`src/rtl/uart_rx_conditioner.sv`:
```
// uart_rx_conditioner: synchronises, deglitches and break-detects the UART RX pin.
// Define UART_RX_BREAK_EN to build the break FSM; otherwise break_det/break_pulse are tied low.
module uart_rx_conditioner #(
    parameter int SYNC_STAGES   = 2,
    parameter int FILTER_CYCLES = 4,
    parameter int BREAK_CYCLES  = 4096,
    parameter int BREAK_W       = 16
) (
    input  logic       clk,
    input  logic       reset,
    input  logic       rxd_pin,
    output logic       rxd_out,
    output logic       break_det,
    output logic       break_pulse,
    output logic [7:0] glitch_cnt
);
    localparam int FCW = $clog2(FILTER_CYCLES + 1);

    logic [SYNC_STAGES-1:0] sync_q;
    logic                   filt_q;
    logic [FCW-1:0]         filt_cnt_q;
    logic [7:0]             glitch_q;
    logic                   s;

    assign s          = sync_q[SYNC_STAGES-1];
    assign rxd_out    = filt_q;
    assign glitch_cnt = glitch_q;

    // A level that dies before reaching FILTER_CYCLES is counted as a rejected glitch.
    always_ff @(posedge clk) begin
        if (reset) begin
            sync_q     <= '1;
            filt_q     <= 1'b1;
            filt_cnt_q <= '0;
            glitch_q   <= '0;
        end else begin
            sync_q <= {sync_q[SYNC_STAGES-2:0], rxd_pin};
            if (s == filt_q) begin
                filt_cnt_q <= '0;
                if (filt_cnt_q != '0 && glitch_q != 8'hff) glitch_q <= glitch_q + 8'd1;
            end else if (filt_cnt_q == FCW'(FILTER_CYCLES - 1)) begin
                filt_q     <= s;
                filt_cnt_q <= '0;
            end else begin
                filt_cnt_q <= filt_cnt_q + FCW'(1);
            end
        end
    end

`ifdef UART_RX_BREAK_EN
    typedef enum logic [1:0] {IDLE, LOW_COUNT, BREAK} state_t;

    state_t             state_q, state_d;
    logic [BREAK_W-1:0] bcnt_q, bcnt_d;
    logic               break_det_q, break_pulse_q;

    always_ff @(posedge clk) begin
        if (reset) begin
            state_q       <= IDLE;
            bcnt_q        <= '0;
            break_det_q   <= 1'b0;
            break_pulse_q <= 1'b0;
        end else begin
            state_q       <= state_d;
            bcnt_q        <= bcnt_d;
            break_det_q   <= state_d == BREAK;
            break_pulse_q <= state_q == LOW_COUNT && state_d == BREAK;
        end
    end

    always_comb begin
        state_d = state_q;
        bcnt_d  = bcnt_q;
        case (state_q)
            IDLE: if (!filt_q) begin
                state_d = LOW_COUNT;
                bcnt_d  = BREAK_W'(1);
            end
            LOW_COUNT: if (filt_q) begin
                state_d = IDLE;
                bcnt_d  = '0;
            end else if (bcnt_q == BREAK_W'(BREAK_CYCLES - 1)) begin
                state_d = BREAK;
            end else begin
                bcnt_d = bcnt_q + BREAK_W'(1);
            end
            BREAK: if (filt_q) begin
                state_d = IDLE;
                bcnt_d  = '0;
            end
            default: begin
                state_d = IDLE;
                bcnt_d  = '0;
            end
        endcase
    end

    assign break_det   = break_det_q;
    assign break_pulse = break_pulse_q;
`else
    logic unused_brk;

    assign unused_brk  = BREAK_CYCLES > BREAK_W;
    assign break_det   = 1'b0;
    assign break_pulse = 1'b0;
`endif
endmodule

```
`config.mk`:
```
export PLATFORM = sky130hd
export DESIGN_NAME = uart_rx_conditioner
export DESIGN_NICKNAME = d
export VERILOG_FILES = /design/src/rtl/uart_rx_conditioner.sv
export SDC_FILE = /design/constraint.sdc
export NUM_CORES = 1
export LEC_CHECK = 0
export ABC_AREA = 0
export BUFFER_PORTS_ARGS = -buffer_cell sky130_fd_sc_hd__buf_2
export CELL_PAD_IN_SITES_DETAIL_PLACEMENT = 1
export CELL_PAD_IN_SITES_GLOBAL_PLACEMENT = 2
export CORE_AREA = 5 5 52 54
export CTS_CLUSTER_SIZE = 12
export DETAILED_ROUTE_END_ITERATION = 8
export DIE_AREA = 0 0 57 59
export PLACE_DENSITY_LB_ADDON = 0.1
export SYNTH_ARGS = -nofsm -noshare
export SYNTH_HDL_FRONTEND = slang
export SYNTH_SLANG_ARGS = --single-unit
```
`constraint.sdc`:
```
create_clock -name clk -period 1.84 [get_ports clk]
set_clock_uncertainty 0.05 [all_clocks]
set_input_delay 0.184 -clock clk [delete_from_list [all_inputs] [get_ports clk]]
set_output_delay 0.184 -clock clk [all_outputs]
set_load 0.01 [all_outputs]
```
==> results by group <==
Worst setup path
  • Worst Path Buf+Inv: 0
  • CP peak stage delay: 0.51 ns
  • Critical Path RT: 2.00 ns
  • Critical path cell sequence: ha_1 -> nand3_1 -> o221ai_4 -> or4_1 -> a21oi_1
  • Crit path launch: glitch_cnt[0]
  • Worst setup EP type: flip-flop
  • Worst reg-to-reg setup slack: 0.13 ns
  • CP Class: flip-flop to flip-flop
  • Crit path max-delay cell type: or4_1
  • Largest delay share family, worst path: simple AND/OR/NAND/NOR gates
  • Reg2reg start: glitch_cnt[0]
  • Crit path launch type: flip-flop
  • Arr. time, crit path: 1.87 ns
  • Max Fanout on Critical Path: 14

Floorplanning
  • Initial Utilization: 29.1%
  • Die height: 59 µm
  • Io pins: 14
  • # rows: 17
  • Die width: 57 µm
  • Placeable core area: 0.00217 mm²
  • Die area: 0.00336 mm²

Synth
  • Synth Area in Simple Gates: 18.8%
  • Post-Syn Instances: 68
  • Sequential share of the synthesized area: 44.4%
  • Post-synth EDFFs: 0
  • Post-Synth Adder-Cell Area: 7.92%
  • Distinct cells, synth: 23
  • Post-synthesis mux area share: 1.58%
  • Synth async-reset ratio: 0%
  • Largest family of logic cells by synthesized area: simple AND/OR/NAND/NOR gates
  • Top FF cell, synth: dfxtp_1
  • Yosys warning total: 0
  • Mapped cell area: 632 µm²
  • Avg Cell Area, Syn: 9.29 µm²
  • Xor/xnor share of the synthesized area: 3.96%
  • FF+latch count, synth: 14
  • Synth Area in Compound Gates: 14.5%

Routing
  • Drt initial violations: 0
  • Met1 WL: 570 µm
  • Routed vias: 513
  • Overall routed net length: 1.30 mm
  • WL met3: 70 µm
  • Antenna viol nets, final: 0
  • Top sig layer: met4
  • Routed length on met2: 651 µm
  • Residual DRC count: 0
  • Avg WL per Cell: 12.1 µm
  • Pre-antenna DRT Iters: 1
  • Routed vias/inst: 4.75

Worst hold path
  • Hold Crit Class: input pin to flip-flop
  • Min-delay src: rxd_pin

Timing
  • Period minus WS final: 1.71 ns
  • Final Hold Fails: 0
  • Final Cycle Share: 92.9%
  • Setup TNS: 0 ns
  • Final Max Slew Viols: 0
  • FMAX: 585 MHz
  • Setup-failing EPs final: 0
  • RSZ-0062 raised after global routing: no

Final layout
  • Fraction of layout cells with a size suffix above 1: 23.8%
  • Fin cells: 108
  • Finished Cell Area: 737 µm²
  • Nets: 89
  • Antenna diodes: 0
  • Layout area overhead: 16.6%
  • Final core utilization: 34.0%
  • # fillers: 275

Place
  • Gp weighted congestion: 0.712
  • IO buf count: 11
  • Placed cells: 105
  • Placed cell area: 703 µm²
  • Post-DP HPWL: 982 µm

GRT
  • Largest net degree at the start of global routing: 15
  • Total global-route track usage: 8.37%
  • Initial antenna violation count: 0
  • Vias in the first global route: 485
  • Overflow left after global routing: 0
  • First-pass GRT wire length: 2.11 mm

Clock tree
  • Worst skew pair latency: 0.27 ns
  • CTS tree: built
  • Num CTS Buffers: 3
  • CTS Root Cell: clkbuf_4
  • CTS Sinks: 14
  • H-tree levels: 1
  • Clock transition at path regs: 0.08 ns
  • CTS max path bufs: 2

Pwr
  • Leak: 0.000296 µW
  • P per Cell Area: 677 mW/mm²
  • Maximum VDD drop: 0.000307 V

Run
  • Max Cap Viol: 0

Status
  • Status: completed
[registers in the layout, summed over array words and instances, names as in the netlist]
register    flops
rxd_out         1
filt_cnt_q      3
glitch_cnt      8
sync_q          2
[cell usage after synthesis (2+ instances only)]
cell,n,share of area (%)
nor2_1,5,3.0
or3_1,4,4.0
dfxtp_1,14,44
inv_1,6,3.6
a21oi_1,6,4.8
o31ai_1,3,3.6
or4_1,3,3.6
or2_2,2,2.0
o21ai_0,3,2.4
nand3_1,4,3.2
buf_4,2,2.4
ha_1,4,7.9
nand2_1,2,1.2
[power by group]
group	internal, µW	switching (µW)
sequential	306	2.59
combinational	8.10	12.6
clock	75.7	93.5
total	390	109
[metrics by stage]
stage	hold WS, ns	setup WS [ns]	total power [µW]
2_1_floorplan	0.233	0.313	334
3_3_place_gp	0.320	0.0820	336
3_5_place_dp	0.322	0.0602	337
4_1_cts	0.0225	0.0484	517
5_1_grt	0.0394	0.0306	531
6_report	0.0368	0.131	499
[cells in the final DEF, fill, tap and decap left out]
cell / n
o21ai_0: 3
inv_1: 6
conb_1: 2
or3_1: 4
a21oi_1: 6
clkbuf_4: 3
buf_4: 1
buf_2: 11
or4_1: 3
dfxtp_1: 14
nand3_1: 4
or2_2: 2
xor2_1: 1
o221ai_4: 1
nand2_1: 2
xnor2_2: 1
a211o_1: 1
o31ai_1: 3
nor2b_1: 1
nand4_1: 1
nor2_1: 5
mux2i_1: 1
ha_1: 4
[worst paths after layout]
kind              endpoint  cells after the start
max          glitch_cnt[5]                      5
min              sync_q[0]                      2
max reg2reg  glitch_cnt[5]                      5
min reg2reg      sync_q[1]                      1
[kinds of logic (layout without fill, tap and decap cells)]
kind of cell / Yosys count / count (layout)
and+or+nand+nor: 22 / 22
AOI/OAI and AO/OA: 14 / 14
buffers and inverters: 10 / 21
xor gates and xnor gates: 2 / 2
adders and majority gates: 4 / 4
other: 1 / 2
DFF: 14 / 14
muxes: 1 / 1
[worst reg2reg max path, delay by kind of cell (launching register included)]
| family | cells | cell delay, ns |
|---|---|---|
| simple gates | 2 | 0.66 |
| compound gates | 2 | 0.34 |
| fa+ha+maj | 1 | 0.26 |
| flops | 1 | 0.34 |
[layout make-up]
class | instances | area, µm² | area share (%)
clock buffers | 3 | 22.5 | 3.06
inverters | 6 | 22.5 | 3.06
multi-input cells | 45 | 314 | 42.6
repair buffers | 12 | 62.6 | 8.49
well taps | 28 | 35.0 | 4.75
flip-flops and latches | 14 | 280 | 38.0
[per-layer routing]
layer | track usage (%) | up-vias
met5 | 0 | -
met4 | 5.96 | 0
met3 | 2.61 | 2
met2 | 14.0 | 8
met1 | 8.92 | 247
li1 | - | 256
[timing repair]
item / in CTS / in global routing
hold buffers: 0 / 0
endpoints found under the setup margin: 0 / 4
gates resized for setup: 0 / 1
setup buffers: 0 / 0
No activity file was read; power rests on OpenSTA's default activity.
